File: config.mk
export PLATFORM = sky130hd
export DESIGN_NAME = priority_req_capture
export DESIGN_NICKNAME = d
export VERILOG_FILES = /design/src/rtl/priority_req_capture.sv
export SDC_FILE = /design/constraint.sdc
export NUM_CORES = 1
export LEC_CHECK = 0
export CAP_MARGIN = 20
export CORE_UTILIZATION = 25
export DETAILED_ROUTE_END_ITERATION = 8
export DONT_BUFFER_PORTS = 1
export PLACE_DENSITY = 0.42
export SYNTH_ARGS = -nofsm -noshare
export SYNTH_HDL_FRONTEND = slang
export SYNTH_SLANG_ARGS = --single-unit
File: constraint.sdc
create_clock -name clk -period 3.48 [get_ports clk]
set_input_delay 0.348 -clock clk [delete_from_list [all_inputs] [get_ports clk]]
set_output_delay 0.348 -clock clk [all_outputs]
set_load 0.005 [all_outputs]
File: src/rtl/priority_req_capture.sv
// Request capture and grant stage feeding the 16-to-4 priority encoder.
// Raw requests become sticky pending bits; the encoder's winner is granted on valid/ready.
//
// state | meaning
// IDLE  | no grant outstanding; latch encoder result when it reports active
// GRANT | out_code held stable until the consumer accepts it
module priority_req_capture #(
    parameter bit EDGE_MODE = 1'b1
) (
    input  logic        clk,
    input  logic        reset_n,
    input  logic [15:0] req_in,
    input  logic [15:0] mask,
    input  logic        clear_all,
    output logic [15:0] pend_out,
    input  logic [3:0]  enc_code,
    input  logic        enc_active,
    output logic        out_valid,
    output logic [3:0]  out_code,
    input  logic        out_ready,
    output logic [15:0] pending,
    output logic        lost
);
    localparam logic ST_IDLE  = 1'b0;
    localparam logic ST_GRANT = 1'b1;

    logic        r_state;
    logic [15:0] r_req_d;
    logic [15:0] r_pending;
    logic        r_lost;
    logic [3:0]  r_out_code;

    logic [15:0] w_set;
    logic [15:0] w_clr;
    logic        w_accept;

    assign w_set    = EDGE_MODE ? (req_in & ~r_req_d) : req_in;
    assign w_accept = (r_state == ST_GRANT) && out_ready;
    assign w_clr    = w_accept ? (16'd1 << r_out_code) : 16'd0;

    always_ff @(posedge clk) begin
        if (!reset_n) begin
            r_state    <= ST_IDLE;
            r_req_d    <= 16'hFFFF;
            r_pending  <= 16'd0;
            r_lost     <= 1'b0;
            r_out_code <= 4'd0;
        end else begin
            r_req_d <= req_in;
            if (clear_all) begin
                r_state   <= ST_IDLE;
                r_pending <= 16'd0;
                r_lost    <= 1'b0;
            end else begin
                // set is OR'd in after the clear so a same-cycle re-request survives
                r_pending <= (r_pending & ~w_clr) | w_set;
                if (|(w_set & r_pending & ~w_clr)) begin
                    r_lost <= 1'b1;
                end
                case (r_state)
                    ST_IDLE: begin
                        if (enc_active) begin
                            r_out_code <= enc_code;
                            r_state    <= ST_GRANT;
                        end
                    end
                    ST_GRANT: begin
                        if (out_ready) begin
                            r_state <= ST_IDLE;
                        end
                    end
                    default: r_state <= ST_IDLE;
                endcase
            end
        end
    end

    assign pend_out  = r_pending & mask;
    assign pending   = r_pending;
    assign lost      = r_lost;
    assign out_valid = (r_state == ST_GRANT);
    assign out_code  = r_out_code;

endmodule

==> results by stage, run 1 <==
Run status:
- The flow ran to the end, and the final reports show no timing, DRC or antenna violations.

STA:
- The worst path in the final design needs a cycle of 2180 ps, including I/O delays and setup.
- The max-slew headroom at the worst pin is 0.494.
- The aggregate negative setup slack is 0 ps.
- The final max-slew violation count is 0.
- In the finished design, the share of the clock period the worst path needs comes to 0.627.
- Setup repair after global routing left no endpoint under its margin.
- Timing would allow up to 0.458 GHz.
- The number of setup violations in the final report is 0.
- For the final database, setup skew stands at 9.09 ps.
- The minimum setup slack in the final design is 1300 ps.
- At the pin with the least slew margin, the transition time is 757 ps.
- The final hold violation count came to 0.

Critical path:
- The kind of capture point of the worst setup path is a flop.
- The register-to-register path setup slack is 1300 ps.
- In this run the critical register-to-register path is captured at lost.
- Along the worst path, the maximum fanout reaches 11.
- The start-to-end type of the worst setup path is flop to flop.
- Data on the critical path arrives at its endpoint at 2320 ps.
- The critical path launch point type is a flop.
- STA puts the critical path data required time at 3620 ps.
- The worst register-to-register path has a depth of 5.
- The worst register-to-register path begins at out_code[3].

Yosys:
- The proportion of synthesized chip area in sequential cells is 0.455.
- After synthesis, the largest family of logic cells by area is simple AND/OR/NAND/NOR gates.
- The most area-hungry cell type in the Yosys netlist is sky130_fd_sc_hd__dfxtp_1.
- The most frequently used cell type in the post-synthesis netlist is sky130_fd_sc_hd__dfxtp_1.
- Of the post-synthesis cell area, the part taken by muxes is 0.0299.
- The most used flip-flop cell after synthesis is sky130_fd_sc_hd__dfxtp_1.
- Counting every instance in the synthesized netlist gives 194.
- In the post-synthesis netlist, the biggest area contributors are sky130_fd_sc_hd__dfxtp_1 (46%), sky130_fd_sc_hd__nand2b_1 (10%), sky130_fd_sc_hd__and2_1 (6.0%).
- The number of flops mapped to enable cells by yosys is 0.
- The mean area per synthesized cell is 8.62 um2.
- For this run, asynchronously set or reset flops after synthesis account for 0.
- Yosys mapped the design onto 26 distinct sky130hd cell types.
- Of the total synthesized cell area, the portion taken by AND, OR, NAND and NOR gates is 0.345.
- The net count after synthesis is 235.
- The post-synth design cell area is 0.00167 mm2.
- Of the post-synthesis cell area, the dominant cell type holds 0.455.
- The flip-flop and latch count after synthesis is 38.
- The post-synthesis xor/xnor area fraction is 0.
- By count the netlist is led by sky130_fd_sc_hd__dfxtp_1 (38), sky130_fd_sc_hd__nand2b_1 (28), sky130_fd_sc_hd__nand2_1 (25).
- The synthesized-area fraction occupied by adder cells is 0.
- The compound-gate portion of the synthesized area was 0.112.
- The number of warnings issued by yosys is 0.

Routing:
- The routed length on met3 is 313 um.
- The number of design rule violations left after detail routing is 0.
- The total length of routed wires is 3870 um.
- The number of vias per cell is 4.74.
- In the detailed route, the total length drawn on met2 is 1790 um.
- The routed layout has 1276 vias.
- After detailed routing, the average wire length per cell comes to 14.4 um.
- After detailed routing, the wire length on met1 is 1720 um.
- The highest layer touched by signal routing is met4.
- The first TritonRoute pass finished after 4 iterations.
- The first-iteration detailed-routing DRC count is 76.
- The detail route stage leaves a number of antenna-violating nets equal to 0.

Placed design:
- The final HPWL from detailed placement is 2960 um.
- At the end of routability-driven placement, the weighted congestion stood at 0.788.
- The post-place setup slack is 1330 ps.
- The number of buffers added on ports is 0.

Clock network:
- Once the clock tree was built, the setup fixing pass inserted 0 buffers.
- The number of buffers inserted during clock tree synthesis is 5.
- The tree is rooted in a sky130_fd_sc_hd__clkbuf_8.
- The clock input transition at the sequential cells of the worst setup and hold paths is 80 ps.
- In this run the deepest clock path goes through 2 buffers.
- The count of hold buffers inserted by post-cts repair is 0.
- In this run the number of H-tree levels came out at 2.
- Gates resized during post-CTS repair numbered 0.
- The total number of clock tree sinks is 38.
- The TritonCTS clock tree is built.
- The clock latency on the worst-skew pair is 290 ps.

Floorplan:
- The floorplan has 29 rows.
- The initial utilization of the core area, before any placement, comes to 0.262.
- The die covers 0.00702 mm2.
- The die extent in y is 83.8 um.
- Measured along the x axis, the die boundary spans 83.8 um.
- In this run the count of I/O pins placed on the die edge is 79.
- The core region is 0.00639 mm2.

Layout:
- At the end of the flow, the number of nets in the layout was 232.
- The share of layout cells above drive strength 1 is 0.0469.
- Compared with the post-synthesis result, the final layout area differs by 7.93%.
- For this run, the share of the core covered by cells in the final layout is 0.283.
- The antenna diode count is 0.

Job:
- The tool flagged a number of max-cap violations equal to 0.

Pwr:
- The static leakage power is 0.620 nW.
- The total power per unit cell area is 455 mW/mm2.
- The peak supply drop is 0.274 mV.

Global routing:
- After global routing the overflow that remains totals 0.
- In the global route stage, overall resource usage came out at 0.113.
- The number of antenna violations at the first check in global routing is 0.
- Entering global routing, the biggest net connects 22 pins.
- The first global-routing pass estimated 6070 um of wire.
- The via count of the first global-routing pass is 1151.

Hold path:
- The beginning of the worst hold path is reset_n.
- The min-delay analysis places its worst path in the category input pin to flop.
- Along the worst hold path, the cell count comes to 1.
- The hold-critical path endpoint is r_req_d[11].
==> report_power, final <==
part,switching [mW],internal [mW]
Clock,0.152,0.160
Sequential,0.0132,0.452
Combinational,0.0217,0.0215
==> how the worst max path moves through the flow <==
stage	from	endpoint	depth (start not counted)
floorplan	out_code[0]	lost	7
global placement	out_code[0]	lost	5
detailed placement	out_code[3]	lost	5
CTS	out_code[3]	lost	5
global route	out_code[3]	lost	5
finish	out_code[3]	lost	5
==> worst max-delay path: stages (launching register included) <==
cell and delay, ps:
sky130_fd_sc_hd__dfxtp_1 530, sky130_fd_sc_hd__nor2b_1 470, sky130_fd_sc_hd__a211oi_1 150, sky130_fd_sc_hd__or4_1 530, sky130_fd_sc_hd__nor4_1 240, sky130_fd_sc_hd__a31oi_1 110
==> placed cells by master, fill, tap and decap left out, types with 5 or more instances in the layout <==
master and count:
sky130_fd_sc_hd__clkbuf_8 6, sky130_fd_sc_hd__mux2i_1 5, sky130_fd_sc_hd__nor2_1 6, sky130_fd_sc_hd__inv_1 11, sky130_fd_sc_hd__nand3_1 5, sky130_fd_sc_hd__nand2b_1 28
sky130_fd_sc_hd__nor2b_1 10, sky130_fd_sc_hd__a21oi_1 16, sky130_fd_sc_hd__dfxtp_1 38, sky130_fd_sc_hd__a211oi_1 7, sky130_fd_sc_hd__nand2_1 25, sky130_fd_sc_hd__and2_1 16
==> sequential cells by signal (all words and copies together) (netlist names) <==
signal / cells
pending: 16
r_req_d: 16
out_code: 4
lost: 1
out_valid: 1
==> cell type report <==
cell class                 instances  area [um2]
clock buffer                       7        86.3
clock inverter                     1        5.00
fill                             696        4580
inverter                          11        41.3
multi-input combinational        135         815
sequential                        38         761
tap                               77        96.3
==> routing by layer <==
metal  GRT usage  vias to the layer above
li1            -                      634
met1       0.140                      578
met2       0.177                       59
met3      0.0435                        5
met4      0.0462                        0
met5           0                        -
==> cells by family (layout without fill, tap and decap cells) <==
group / count (synthesis) / after routing
and+or+nand+nor: 101 / 101
DFF: 38 / 38
AOI/OAI and AO/OA: 29 / 29
buffers and inverters: 21 / 19
muxes: 5 / 5
==> through the flow <==
stage / std cells / power [mW] / cell area (um2) / hold slack (ps)
floorplan: 194 / 0.514 / 1670 / 449
global placement: 261 / 0.519 / 1710 / 424
detailed placement: 261 / 0.520 / 1710 / 427
CTS: 269 / 0.831 / 1800 / 122
global route: 269 / 0.859 / 1800 / 115
finish: 269 / 0.820 / 1800 / 131
(Power assumes the default switching activity.)
==> inputs of run 2 (changes only) <==
==> constraint.sdc (replaced) <==
create_clock -name clk -period 2.1 [get_ports clk]
set_input_delay 0.21 -clock clk [delete_from_list [all_inputs] [get_ports clk]]
set_output_delay 0.21 -clock clk [all_outputs]
set_load 0.005 [all_outputs]
==> run 2 against run 1 <==
Net effect:
- power rose by 61%
- final area rose by 3.3%
- clock skew fell by 7.9 ps
- sequential share of layout area fell by 1.3 points
- via count rose by 1.8%
- setup slack got worse by 1100 ps
- die area did not move
- cell count rose by 3.0%
- maximum frequency rose by 14%
- core utilization rose by 0.92 points
- first-iteration DRC count fell by 18%
- sequential power rose by 65%
- largest power group unchanged
==> results by stage, run 2 (synthesis gave the netlist of run 1 again) <==
Floorplan:
- The core box area is 0.00639 mm2.
- The count of pins on the block boundary is 79.
- The die area is 0.00702 mm2.
- The initial utilization of the core area, before any placement, comes to 0.262.
- The die extent in y is 83.8 um.
- The die span in x is 83.8 um.
- Row generation in the floorplan step produced 29 rows.

Job:
- The count of maximum capacitance violations is 0.

Global routing:
- The number of antenna violations at the first check in global routing is 0.
- The maximum number of pins on one net before global-route repair is 19.
- The global routing usage summed across all routing layers is 0.119.
- The aggregate global routing overflow is 0.
- The via count of the first global-routing pass came to 1269.
- The first global-routing pass estimated 6510 um of wire.

Run status:
- The run finished with clean final reports.

STA:
- The minimum setup slack in the final design is 192 ps.
- The aggregate negative setup slack is 0 ps.
- The final hold violation count is 0.
- Dividing the final minimum period by the clock period gives 0.909.
- Hold timing on the final database bottoms out at a slack of 25.2 ps.
- The number of setup violations in the final report is 0.
- The fmax is 0.524 GHz.
- The final clock skew is 1.15 ps.
- Headroom to the max-slew limit came out at 0.512.
- The worst-margin pin slew is 733 ps.
- The final max-slew violation count is 0.
- Setup repair after global routing left no endpoint under its margin.
- After layout, the minimum clock period comes to 1910 ps.

Routing:
- The first detailed-routing pass ran for 4 iterations.
- The detailed router finished its first iteration with 62 violations.
- After detailed routing, the number of vias per cell comes to 4.69.
- In the final routed layout, each cell accounts on average for 14.1 um.
- After detailed routing, the total wire length is 3910 um.
- The routed layout has 1299 vias.
- The detail route stage leaves a number of antenna-violating nets equal to 0.
- The number of design rule violations left after detail routing is 0.

Layout:
- The library cell used most frequently in the layout, excluding fill and tap cells, is sky130_fd_sc_hd__dfxtp_1.
- In the final layout, the share of cells above drive strength 1 is 0.0750.
- From synthesis to final layout, the design area changed by 11.5%.
- Counting the fill cells in the layout gives 691.
- Leaving out fill and tap cells, the most frequent cells in the layout are sky130_fd_sc_hd__dfxtp_1 (38), sky130_fd_sc_hd__nand2b_1 (28), sky130_fd_sc_hd__nand2_1 (25), sky130_fd_sc_hd__and2_1 (16), sky130_fd_sc_hd__a21oi_1 (16).
- Measured on the finished design, the core utilization comes to 0.292.
- The final layout contains 241 nets.
- The final cell area excluding filler cells is 0.00186 mm2.
- The number of antenna diodes in the final layout is 0.

Critical path:
- The data required time of the worst path is 2240 ps.
- The critical path contains buffers and inverters numbering 0 combined.
- In this run the critical register-to-register path is launched from out_code[2].
- The largest delay contributor family on the critical path is simple AND/OR/NAND/NOR gates.
- The kind of capture point of the worst setup path is a flop.
- The maximum fanout along the worst path is 6.
- The worst setup path is launched from a flop.
- Data arrives at the worst endpoint at 2040 ps.
- The worst setup path startpoint is out_code[2].
- The setup check on the worst reg-to-reg path leaves a slack of 190 ps.
- The start-to-end type of the worst setup path is flop to flop.
- The signal on the critical path passes through and4b_1 -> a211oi_1 -> or4_1 -> nor4_1 -> a31oi_1.
- The library cell contributing the largest single delay on the critical path is sky130_fd_sc_hd__or4_1.
- The critical path ends at lost.
- The cell count along the critical path is 5.
- The number of cells on the worst reg-to-reg path is 5.
- The destination of the worst register-to-register timing path is lost.
- On the worst path, the slowest cell contributes a delay of 520 ps.

Pwr:
- The peak supply drop is 0.290 mV.
- For this design the static power due to leakage is 0.655 nW.
- Power spread over the standard cell area amounts to 710 mW/mm2.

Clock network:
- The number of buffers inserted during clock tree synthesis is 5.
- CTS saw 38 sinks.
- CTS built an H-tree with a depth of 2.
- Clock latency on the worst-skew pair, taken at its later pin, is 280 ps.
- After clock tree synthesis, the setup repair step added 0 buffers.
- TritonCTS built the clock tree.
- After clock tree synthesis, the clock-pin slew on the worst setup and hold paths is 70 ps.
- In this run the clock root is driven by a sky130_fd_sc_hd__clkbuf_8.
- The clock passes through at most 2 buffers.

Hold path:
- The type of the most critical hold path is input pin to flop.

Placed design:
- The number of buffers added on ports is 0.
- The post-detailed-placement cell area is 0.00177 mm2.
- The final HPWL from detailed placement is 2930 um.
- The weighted congestion reported at the end of routability-driven placement is 0.701.
- The post-place setup slack is 139 ps.
## run 2: cell count changes in the layout (fill, tap and decap cells not counted), sizes merged
cell,delta
dlygate4sd3,+2
clkinv,-1
buf,+7
## run 2: through the flow
step                      instances  power (mW)
after CTS                       277        1.35
after global placement          268       0.869
after detailed placement        268       0.869
final                           277        1.32
after global routing            277        1.40
after floorplan                 194       0.851
## run 2: report_power, final
group	leakage, nW	internal [mW]	switching (mW)	total, mW
sequential	0.312	0.749	0.0182	0.767
clock	0.0383	0.229	0.235	0.463
combinational	0.304	0.0447	0.0472	0.0919
## run 2: final cells by class
cell class	instances	area (um2)	share of cell area
Sequential cell	38	761	0.408
Tap cell	77	96.3	0.0517
Multi-Input combinational cell	135	816	0.438
Timing Repair Buffer	9	72.6	0.0390
Inverter	11	41.3	0.0222
Clock buffer	7	76.3	0.0410
## run 2: worst reg2reg max path, delay by kind of cell, from the launching register on
kind | cells | cell delay (ps)
flops | 1 | 410
simple gates | 3 | 1130
compound gates | 2 | 220
## run 2: metal layers
metal	track usage	up-vias	routed length, um
li1	-	654	-
met1	0.150	591	1850
met2	0.186	49	1740
met3	0.0396	5	275
met4	0.0462	0	47
met5	0	-	0
## run 2: how the worst min path moves through the flow
stage / depth (start not counted) / from / end / slack, ps
floorplan: 1 / req_in[0] / r_req_d[0] / 310
global placement: 1 / reset_n / r_req_d[1] / 280
detailed placement: 1 / reset_n / r_req_d[1] / 290
CTS: 1 / req_in[1] / r_req_d[1] / 10
global route: 1 / req_in[1] / r_req_d[1] / 8
finish: 1 / req_in[6] / r_req_d[6] / 30
## run 2: timing repair
| item | 4_1_cts | 5_1_grt |
|---|---|---|
| hold buffers | 2 | 0 |
| gates resized for setup | 0 | 1 |
| hold endpoints to repair | 15 | 0 |
| endpoints found under the setup margin | 0 | 1 |
==> inputs of run 3 (changes only) <==
--- a/config.mk
+++ b/config.mk
@@ -6,6 +6,7 @@
 export NUM_CORES = 1
 export LEC_CHECK = 0
 export CAP_MARGIN = 20
+export CORE_MARGIN = 3
 export CORE_UTILIZATION = 25
 export DETAILED_ROUTE_END_ITERATION = 8
 export DONT_BUFFER_PORTS = 1
==> run 3 against run 2 <==
Net effect:
- clock skew grew 2.6 ps
- worst hold slack got worse by 9.7 ps
- sequential power is essentially flat
- routed wire length up 7.2%
- clock power increased by 6.9%
==> results by stage, run 3 (synthesis gave the netlist of run 1 again) <==
Run status:
- The flow ran to the end, and the final reports show no timing, DRC or antenna violations.

Job:
- The count of maximum capacitance violations is 0.

Clock network:
- The count of H-tree levels built during CTS is 2.
- The TritonCTS clock tree is built.
- The number of buffers inserted during clock tree synthesis is 5.
- The master cell of the clock root buffer is sky130_fd_sc_hd__clkbuf_8.
- The total number of clock tree sinks is 38.
- The clock latency on the worst-skew pair is 290 ps.
- After clock tree synthesis, the clock-pin slew on the worst setup and hold paths is 70 ps.
- The maximum root-to-sink buffer count is 2.

Placed design:
- The number of buffers added on ports is 0.
- The weighted congestion reported at the end of routability-driven placement is 0.760.
- The final HPWL from detailed placement is 3150 um.
- Summing all placed instances gives a cell area of 0.00177 mm2.

STA:
- Of the available clock period, the critical path in the final layout requires 0.894.
- The clock period minus final worst setup slack is 1880 ps.
- The final max-slew violation count came to 0.
- The final clock skew is 3.74 ps.
- The aggregate negative setup slack is 0 ps.
- Setup repair after global routing left no endpoint under its margin.
- Setup violations remaining at the end of the flow were counted as 0.
- The fmax is 0.533 GHz.
- Measured against its own limit, the worst slew margin works out to 0.486.
- The final hold violation count is 0.
- The worst-margin pin slew is 772 ps.

Critical path:
- The critical path launch point type is a flop.
- The kind of capture point of the worst setup path is a flop.
- Data on the critical path arrives at its endpoint at 2020 ps.
- The maximum fanout along the worst path is 6.
- The start-to-end type of the worst setup path is flop to flop.
- The data required time of the worst path is 2240 ps.
- The setup check on the worst reg-to-reg path leaves a slack of 220 ps.

Routing:
- In the routed design, unresolved DRC markers number 0.
- The total number of vias is 1323.
- For this block, the initial DRC count from the detailed router was 48.
- The number of antenna-violating nets in the routed design is 0.
- The detailed-routing iteration count for the pre-antenna-repair pass is 4.
- The wire length per cell is 15.0 um.
- After detailed routing, the number of vias per cell comes to 4.73.
- The total length of routed wires is 4190 um.

Layout:
- Leaving out fill and tap cells, the most frequent cells in the layout are sky130_fd_sc_hd__dfxtp_1 (38), sky130_fd_sc_hd__nand2b_1 (28), sky130_fd_sc_hd__nand2_1 (25), sky130_fd_sc_hd__and2_1 (16), sky130_fd_sc_hd__a21oi_1 (16).
- The final cell area excluding filler cells is 0.00190 mm2.
- After filler insertion, the fill cell instance count of the layout stands at 685.
- In the final layout, the multi-input gates occupy 820 um2.
- Of the cells placed in the final design, the portion with a size suffix greater than 1 is 0.108.
- The area growth from synthesis to layout is 13.8%.
- The most frequent standard cell in the layout excluding fill and tap cells is sky130_fd_sc_hd__dfxtp_1.
- The register area is 761 um2.
- For this run, the share of the core covered by cells in the final layout is 0.296.
- The final layout net count is 245.
- The antenna diode count is 0.

Global routing:
- The maximum number of pins on one net before global-route repair is 19.
- The first global-routing pass estimated 6840 um of wire.
- The via count of the first global-routing pass is 1271.
- The number of antenna violations at the first check in global routing is 0.
- In the global route stage, overall resource usage came out at 0.118.
- The total overflow left after global routing is 0.

Hold path:
- In this run the worst hold path is classified as input pin to flop.

Floorplan:
- The die extent in y is 87.8 um.
- From left edge to right edge, the die measures 87.8 um.
- The core box area is 0.00642 mm2.
- The die area is 0.00770 mm2.
- The count of pins on the block boundary is 79.
- The number of placement rows is 29.
- The initial utilization of the core area, before any placement, comes to 0.260.

Pwr:
- The total power per unit cell area is 713 mW/mm2.
- The static leakage power is 0.681 nW.
- The peak supply drop is 0.273 mV.
## run 3: changes by cell type in the layout (fill, tap and decap cells not counted)
cell and delta:
sky130_fd_sc_hd__and4b_2 +1, sky130_fd_sc_hd__buf_4 +4, sky130_fd_sc_hd__nor2b_2 +1, sky130_fd_sc_hd__nor2b_1 -1
sky130_fd_sc_hd__and4b_1 -1, sky130_fd_sc_hd__clkbuf_1 -2, sky130_fd_sc_hd__clkbuf_8 +1
## run 3: worst max-delay path, stage by stage, from the launching register on
cell                       delay (ps)
sky130_fd_sc_hd__dfxtp_1          420
sky130_fd_sc_hd__and4b_2          340
sky130_fd_sc_hd__a211oi_1          90
sky130_fd_sc_hd__or4_1            500
sky130_fd_sc_hd__nor4_1           250
sky130_fd_sc_hd__a31oi_1          120
## run 3: where the power goes
group / leakage [nW] / total, mW / internal, mW / switching, mW
sequential: 0.312 / 0.768 / 0.749 / 0.0186
clock: 0.0431 / 0.495 / 0.253 / 0.242
combinational: 0.325 / 0.0932 / 0.0454 / 0.0477
## run 3: per-layer routing
layer,global-route usage,routed length (um),up-vias,share of wire
met2,0.171,1790,59,0.43
met3,0.0470,412,6,0.098
met5,0,0,-,0
met1,0.154,1930,597,0.46
met4,0.0502,57,0,0.014
li1,-,-,661,-
## run 3: metrics by stage
step / power, mW / instances / setup WS, ps / hold WS [ps]
after floorplan: 0.851 / 194 / 352 / 311
after global placement: 0.869 / 269 / 206 / 286
after detailed placement: 0.870 / 269 / 126 / 289
after CTS: 1.38 / 277 / 109 / 9.87
after global routing: 1.42 / 280 / 18.7 / 5.10
final: 1.36 / 280 / 223 / 15.5
## run 3: worst paths after layout
path | end | startpoint | cells after the start
setup / recovery | lost | out_code[1] | 5
hold / removal | r_req_d[4] | req_in[4] | 1
setup reg to reg | lost | out_code[1] | 5
hold reg to reg | pending[9] | pending[9] | 2
## run 3: what timing repair did
action / in CTS / in global routing
setup endpoints to repair: 0 / 1
hold buffers: 2 / 0
setup buffers: 0 / 3
endpoints found under the hold margin: 15 / 0
gates resized for setup: 0 / 3
## run 3: layout make-up
| cell class | count | area share |
|---|---|---|
| inverters | 11 | 0.0217 |
| multi-input cells | 135 | 0.431 |
| repair buffers | 13 | 0.0539 |
| well taps | 77 | 0.0506 |
| clock buffers | 6 | 0.0434 |
| flip-flops and latches | 38 | 0.400 |
